===== config.mk =====
export PLATFORM = sky130hd
export DESIGN_NAME = eth_stats_collector_counters
export DESIGN_NICKNAME = d
export VERILOG_FILES = /design/src/rtl/eth_stats_collector_counters.sv
export SDC_FILE = /design/constraint.sdc
export NUM_CORES = 2
export LEC_CHECK = 0
export CORE_ASPECT_RATIO = 0.9
export CORE_MARGIN = 3
export CORE_UTILIZATION = 35
export CTS_CLUSTER_DIAMETER = 30
export DETAILED_ROUTE_END_ITERATION = 8
export DONT_BUFFER_PORTS = 1
export RECOVER_POWER = 50
export SYNTH_ARGS = -nofsm -noshare
export SYNTH_HDL_FRONTEND = slang
export SYNTH_SLANG_ARGS = --single-unit

===== constraint.sdc =====
create_clock -name clk -period 5.75 [get_ports clk]
set_clock_uncertainty 0.15 [all_clocks]
set_input_delay 0.8625 -clock clk [delete_from_list [all_inputs] [get_ports clk]]
set_output_delay 0.8625 -clock clk [all_outputs]
set_load 0.1 [all_outputs]

===== src/rtl/eth_stats_collector_counters.sv =====
// eth_stats_collector_counters
//   Passive TX/RX AXI-Stream tap statistics. Accumulates 64-bit byte,
//   good-frame and bad-frame totals per direction, and on a programmable
//   sample timer emits a one-cycle trigger with a coherent snapshot of all
//   counters and a free-running 64-bit timestamp.
//
// Ports
//   clk, rst_n                    clock, asynchronous active-low reset
//   enable                        counting/sampling enable
//   clear                         sync clear of live counters, accumulators, timer
//   sample_period[31:0]           trigger period in cycles, 0 disables trigger
//   s_axis_{tx,rx}_*              observe-only tap (tkeep/tvalid/tready/tlast/tuser)
//   trigger                       one-cycle sample strobe
//   current_time[63:0]            snapshot timestamp
//   {tx,rx}_{bytes,good,bad}      snapshot counters, held between triggers

// One tap direction: per-frame accumulator plus live 64-bit totals.
// The *_nxt outputs are the live counters' next-state values so the top
// level can snapshot a frame that completes in the trigger cycle.
module eth_stats_dir #(
    parameter int C_DATA_BYTES      = 1,
    parameter int C_FRAME_ACC_WIDTH = 32
) (
    input  logic                    clk,
    input  logic                    rst_n,
    input  logic                    enable,
    input  logic                    clear,
    input  logic [C_DATA_BYTES-1:0] tkeep,
    input  logic                    tvalid,
    input  logic                    tready,
    input  logic                    tlast,
    input  logic                    tuser,
    output logic [63:0]             bytes_nxt,
    output logic [63:0]             good_nxt,
    output logic [63:0]             bad_nxt
);
    localparam int BW = $clog2(C_DATA_BYTES + 1);
    localparam int AW = C_FRAME_ACC_WIDTH;

    logic [AW-1:0] acc_q, acc_nxt;
    logic [63:0]   bytes_q, good_q, bad_q;
    logic [BW-1:0] beat_bytes;
    logic [AW:0]   acc_sum;
    logic [AW-1:0] acc_sat;
    logic [63:0]   frame_bytes;
    logic          beat, commit;

    always_comb begin
        beat_bytes = '0;
        for (int i = 0; i < C_DATA_BYTES; i++)
            beat_bytes = beat_bytes + BW'(tkeep[i]);
    end

    assign beat        = tvalid & tready;
    assign acc_sum     = {1'b0, acc_q} + (AW+1)'(beat_bytes);
    assign acc_sat     = acc_sum[AW] ? '1 : acc_sum[AW-1:0];
    // Completed frame length uses the unsaturated final beat on top of acc.
    assign frame_bytes = 64'(acc_q) + 64'(beat_bytes);
    // Frames are kept only if enable is high on their tlast beat; clear wins.
    assign commit      = beat & tlast & enable & ~clear;

    always_comb begin
        bytes_nxt = bytes_q;
        good_nxt  = good_q;
        bad_nxt   = bad_q;
        acc_nxt   = acc_q;
        if (clear) begin
            bytes_nxt = '0;
            good_nxt  = '0;
            bad_nxt   = '0;
            acc_nxt   = '0;
        end else begin
            if (beat)
                acc_nxt = tlast ? '0 : acc_sat;
            if (commit) begin
                bytes_nxt = bytes_q + frame_bytes;
                if (tuser) bad_nxt  = bad_q + 64'd1;
                else       good_nxt = good_q + 64'd1;
            end
        end
    end

    always_ff @(posedge clk or negedge rst_n) begin
        if (!rst_n) begin
            acc_q   <= '0;
            bytes_q <= '0;
            good_q  <= '0;
            bad_q   <= '0;
        end else begin
            acc_q   <= acc_nxt;
            bytes_q <= bytes_nxt;
            good_q  <= good_nxt;
            bad_q   <= bad_nxt;
        end
    end
endmodule

module eth_stats_collector_counters #(
    parameter int C_DATA_BYTES      = 1,
    parameter int C_FRAME_ACC_WIDTH = 32
) (
    input  logic                    clk,
    input  logic                    rst_n,
    input  logic                    enable,
    input  logic                    clear,
    input  logic [31:0]             sample_period,
    input  logic [C_DATA_BYTES-1:0] s_axis_tx_tkeep,
    input  logic                    s_axis_tx_tvalid,
    input  logic                    s_axis_tx_tready,
    input  logic                    s_axis_tx_tlast,
    input  logic                    s_axis_tx_tuser,
    input  logic [C_DATA_BYTES-1:0] s_axis_rx_tkeep,
    input  logic                    s_axis_rx_tvalid,
    input  logic                    s_axis_rx_tready,
    input  logic                    s_axis_rx_tlast,
    input  logic                    s_axis_rx_tuser,
    output logic                    trigger,
    output logic [63:0]             current_time,
    output logic [63:0]             tx_bytes,
    output logic [63:0]             tx_good,
    output logic [63:0]             tx_bad,
    output logic [63:0]             rx_bytes,
    output logic [63:0]             rx_good,
    output logic [63:0]             rx_bad
);
    logic [63:0] ts_q;
    logic [31:0] timer_q;
    logic        run, fire;
    logic [63:0] tx_bytes_nxt, tx_good_nxt, tx_bad_nxt;
    logic [63:0] rx_bytes_nxt, rx_good_nxt, rx_bad_nxt;

    eth_stats_dir #(.C_DATA_BYTES(C_DATA_BYTES), .C_FRAME_ACC_WIDTH(C_FRAME_ACC_WIDTH)) u_tx (
        .clk(clk), .rst_n(rst_n), .enable(enable), .clear(clear),
        .tkeep(s_axis_tx_tkeep), .tvalid(s_axis_tx_tvalid), .tready(s_axis_tx_tready),
        .tlast(s_axis_tx_tlast), .tuser(s_axis_tx_tuser),
        .bytes_nxt(tx_bytes_nxt), .good_nxt(tx_good_nxt), .bad_nxt(tx_bad_nxt)
    );

    eth_stats_dir #(.C_DATA_BYTES(C_DATA_BYTES), .C_FRAME_ACC_WIDTH(C_FRAME_ACC_WIDTH)) u_rx (
        .clk(clk), .rst_n(rst_n), .enable(enable), .clear(clear),
        .tkeep(s_axis_rx_tkeep), .tvalid(s_axis_rx_tvalid), .tready(s_axis_rx_tready),
        .tlast(s_axis_rx_tlast), .tuser(s_axis_rx_tuser),
        .bytes_nxt(rx_bytes_nxt), .good_nxt(rx_good_nxt), .bad_nxt(rx_bad_nxt)
    );

    assign run  = enable & (sample_period != 32'd0);
    // >= rather than == so lowering the period below the count fires at once.
    assign fire = run & ~clear & (timer_q >= sample_period - 32'd1);

    always_ff @(posedge clk or negedge rst_n) begin
        if (!rst_n) begin
            ts_q         <= '0;
            timer_q      <= '0;
            trigger      <= 1'b0;
            current_time <= '0;
            tx_bytes     <= '0;
            tx_good      <= '0;
            tx_bad       <= '0;
            rx_bytes     <= '0;
            rx_good      <= '0;
            rx_bad       <= '0;
        end else begin
            ts_q    <= ts_q + 64'd1;
            trigger <= fire;
            if (clear || !run || fire) timer_q <= '0;
            else                       timer_q <= timer_q + 32'd1;
            if (fire) begin
                current_time <= ts_q;
                tx_bytes     <= tx_bytes_nxt;
                tx_good      <= tx_good_nxt;
                tx_bad       <= tx_bad_nxt;
                rx_bytes     <= rx_bytes_nxt;
                rx_good      <= rx_good_nxt;
                rx_bad       <= rx_bad_nxt;
            end
        end
    end
endmodule


==> impl_metrics.env <==
export IMPL_rows=128
export IMPL_synth_top_area_frac=0.5166
export IMPL_yosysTopAreaCell="dfrtp_1"
export IMPL_startpoint_type="flop"
export IMPL_synth_most_common_cell="nand2_1"
export IMPL_whs_ns=-0.008321
export IMPL_area_delta_synth_final_pct=20.88
export IMPL_cts_htree_levels=4
export IMPL_viasPerCell=5.104
export IMPL_end_kind="flop"
export IMPL_period_share=0.9207
export IMPL_slew_viol_final=441
export IMPL_p_leak_nw=27.13
export IMPL_grtUsageMet3=0.06366
export IMPL_synth_main_ff_cell="dfrtp_1"
export IMPL_hpwl_mm=93.93
export IMPL_io_buffers=0
export IMPL_r2r_end="tx_bytes[55]"
export IMPL_antenna_found_initial=7
export IMPL_gp_congestion=0.9147
export IMPL_root_buffer="clkbuf_16"
export IMPL_cts_num_sinks=993
export IMPL_ctsLongestPathBuffers=3
export IMPL_ys_top_cells_by_area="dfrtp_1, nand2_1, xor2_1"
export IMPL_grt_util_all_layers=0.1915
export IMPL_synth_edf_count=0
export IMPL_setup_violations=0
export IMPL_rrSetupSlack_ns=0.46
export IMPL_drive_above_1_share=0.1260
export IMPL_rsz0062_at_grt="no"
export IMPL_setup_tns_final_ns=0
export IMPL_place_inst=6664
export IMPL_dr_pass1_iters=8
export IMPL_clk_latency_ns=0.81
export IMPL_postPlaceCellArea_mm2=0.05019
export IMPL_yosys_warnings=0
export IMPL_critPathMaxFanout=10
export IMPL_fmax_ghz=0.1889
export IMPL_grt_pass1_wl_mm=214.5
export IMPL_cts_buffers=216
export IMPL_grt_pass1_vias=35810
export IMPL_path_class="reg -> reg"
export IMPL_overflow=0
export IMPL_synth_commonest_cells="nand2_1, dfrtp_1, nor2_1, o21ai_0, xor2_1"
export IMPL_synth_distinct_cells=81
export IMPL_syn_area_per_cell_um2=9.681
export IMPL_cts_tree="built"
export IMPL_worst_slack_ns=0.4559
export IMPL_grt_max_degree=994
export IMPL_via_count=36170
export IMPL_outcome="complete, but fails checks"
export IMPL_finalHoldViolCount=3
export IMPL_ff2ff_path_depth=19
export IMPL_ys_ff_latch=993
export IMPL_violations="hold timing, capacitance limit, slew limit"
export IMPL_crit_arrival_ns=5.79
export IMPL_synthArstFlopShare=1.000
export IMPL_drt_iter0_markers=2424
export IMPL_synth_area_mm2=0.04810
export IMPL_r2r_start="u_tx.acc_q[0]"
export IMPL_peakVddDrop_uv=310.0
export IMPL_critPathRequiredTime_ns=6.24
export IMPL_worst_pin_slew_ns=4.008
export IMPL_top_usage_layer="met2"
export IMPL_coreArea_mm2=0.1360
export IMPL_final_nets=5231
export IMPL_fp_dieH_um=357.7
export IMPL_post_route_util=0.4277
export IMPL_drv_cap=4
export IMPL_die_area_mm2=0.1419
export IMPL_fin_crit_ns=5.294
export IMPL_routed_wl_mm=138.1
export IMPL_ant_nets=0
export IMPL_start_util=0.3538
export IMPL_io_pins=495
export IMPL_fin_cells=7086
export IMPL_drc=0
export IMPL_relSlewSlack=-1.672
export IMPL_design_area_mm2=0.05815
export IMPL_post_place_ws_ns=-0.1519
export IMPL_p_per_area_mw_per_mm2=349.4
export IMPL_synthesis_nets=5126
export IMPL_ys_seq_area_frac=0.5166
export IMPL_wl_per_cell_um=19.49
export IMPL_grt_use_met1=0.2644
export IMPL_p_total_mw=20.32
export IMPL_grt_use_met2=0.2850
export IMPL_hold_path_class="in -> async"
export IMPL_clk_pin_slew_ns=0.05
export IMPL_syn_inst=4969
export IMPL_die_w_um=396.8
[worst max path at each step]
stage / startpoint / end / slack [ns] / depth (start not counted)
6_report: u_tx.acc_q[0] / tx_bytes[55] / 0.46 / 19
5_1_grt: u_tx.acc_q[0] / tx_bytes[55] / 0.04 / 19
4_1_cts: u_tx.acc_q[0] / tx_bytes[58] / 0.32 / 18
3_5_place_dp: s_axis_tx_tkeep / tx_bytes[54] / -0.15 / 19
3_3_place_gp: s_axis_tx_tkeep / tx_bytes[54] / -0.01 / 19
2_1_floorplan: s_axis_rx_tkeep / rx_bytes[35] / 0.54 / 20
[cell type report]
| class | count | area, um^2 |
|---|---|---|
| diodes | 4 | 10.01 |
| clock buffers | 257 | 5853 |
| clock inverters | 149 | 1988 |
| fillers | 12860 | 77820 |
| inverters | 79 | 304.0 |
| multi-input cells | 3688 | 21980 |
| flip-flops and latches | 993 | 24850 |
| well taps | 1820 | 2277 |
| repair buffers | 96 | 883.3 |
[where the power goes]
| group | internal [mW] | leakage, nW | switching [mW] |
|---|---|---|---|
| combinational | 0.0415 | 9.48 | 0.211 |
| sequential | 7.01 | 13.9 | 0.0104 |
| clock | 8.74 | 3.78 | 4.31 |
| total | 15.8 | 27.1 | 4.53 |
[timing repair]
action	4_1_cts	5_1_grt
setup endpoints to repair	0	12
gates resized for setup	0	2
hold endpoints to repair	1002	0
hold buffers	7	0
buffers inserted	0	0
[logic make-up after synthesis]
group                    after synthesis  synth area share
flip-flops                           993            0.5166
XOR/XNOR                             499           0.09085
multiplexers                         157           0.04599
adder cells (fa/ha/maj)              111           0.02918
AO/OA/AOI/OAI                        580           0.07017
buffers and inverters                288           0.02687
AND/OR/NAND/NOR                     2341            0.2204
[per-layer routing]
metal	routed length (um)	part of all wire
met1	63770	0.46
met2	60420	0.44
met3	10990	0.080
met4	2954	0.021
met5	0	0
[cells in the final DEF, fill, tap and decap left out, types with 18 or more instances in the layout]
cell type,netlist,routed
nand2_1,1125,1125
dfrtp_1,993,993
nor2_1,438,437
o21ai_0,282,281
xor2_1,255,255
xnor2_1,244,244
nand3_1,228,228
clkbuf_16,0,219
a21oi_1,146,144
nand4_1,127,127
mux2_4,120,120
ha_1,109,109
and3_1,107,107
inv_1,76,76
nor3_1,70,69
or3_1,67,67
buf_4,9,64
a21o_1,37,37
and4_1,36,36
nor4_1,34,35
mux2_2,31,31
bufinv_16,0,31
inv_6,0,30
clkinv_2,0,30
clkbuf_1,114,25
clkinvlp_4,0,25
and2_1,28,23
clkbuf_8,0,23
clkinv_4,0,18
[worst max-delay path, stage by stage, from the launching register on]
cell and delay (ns):
dfrtp_1 0.36, ha_1 0.19, ha_1 0.28, nand2_1 0.11
nor2_1 0.14, nand4_1 0.28, nor3_1 0.54, and3b_1 0.37
xnor2_1 0.13, ha_1 0.49, a21oi_1 0.16, o21ai_0 0.30
a21o_1 0.17, a211oi_1 0.13, buf_4 0.18, a2111oi_0 0.60
buf_4 0.22, nand2_1 0.06, xor2_1 0.19, o21ai_0 0.11
Power figures use the tool's default switching activity.
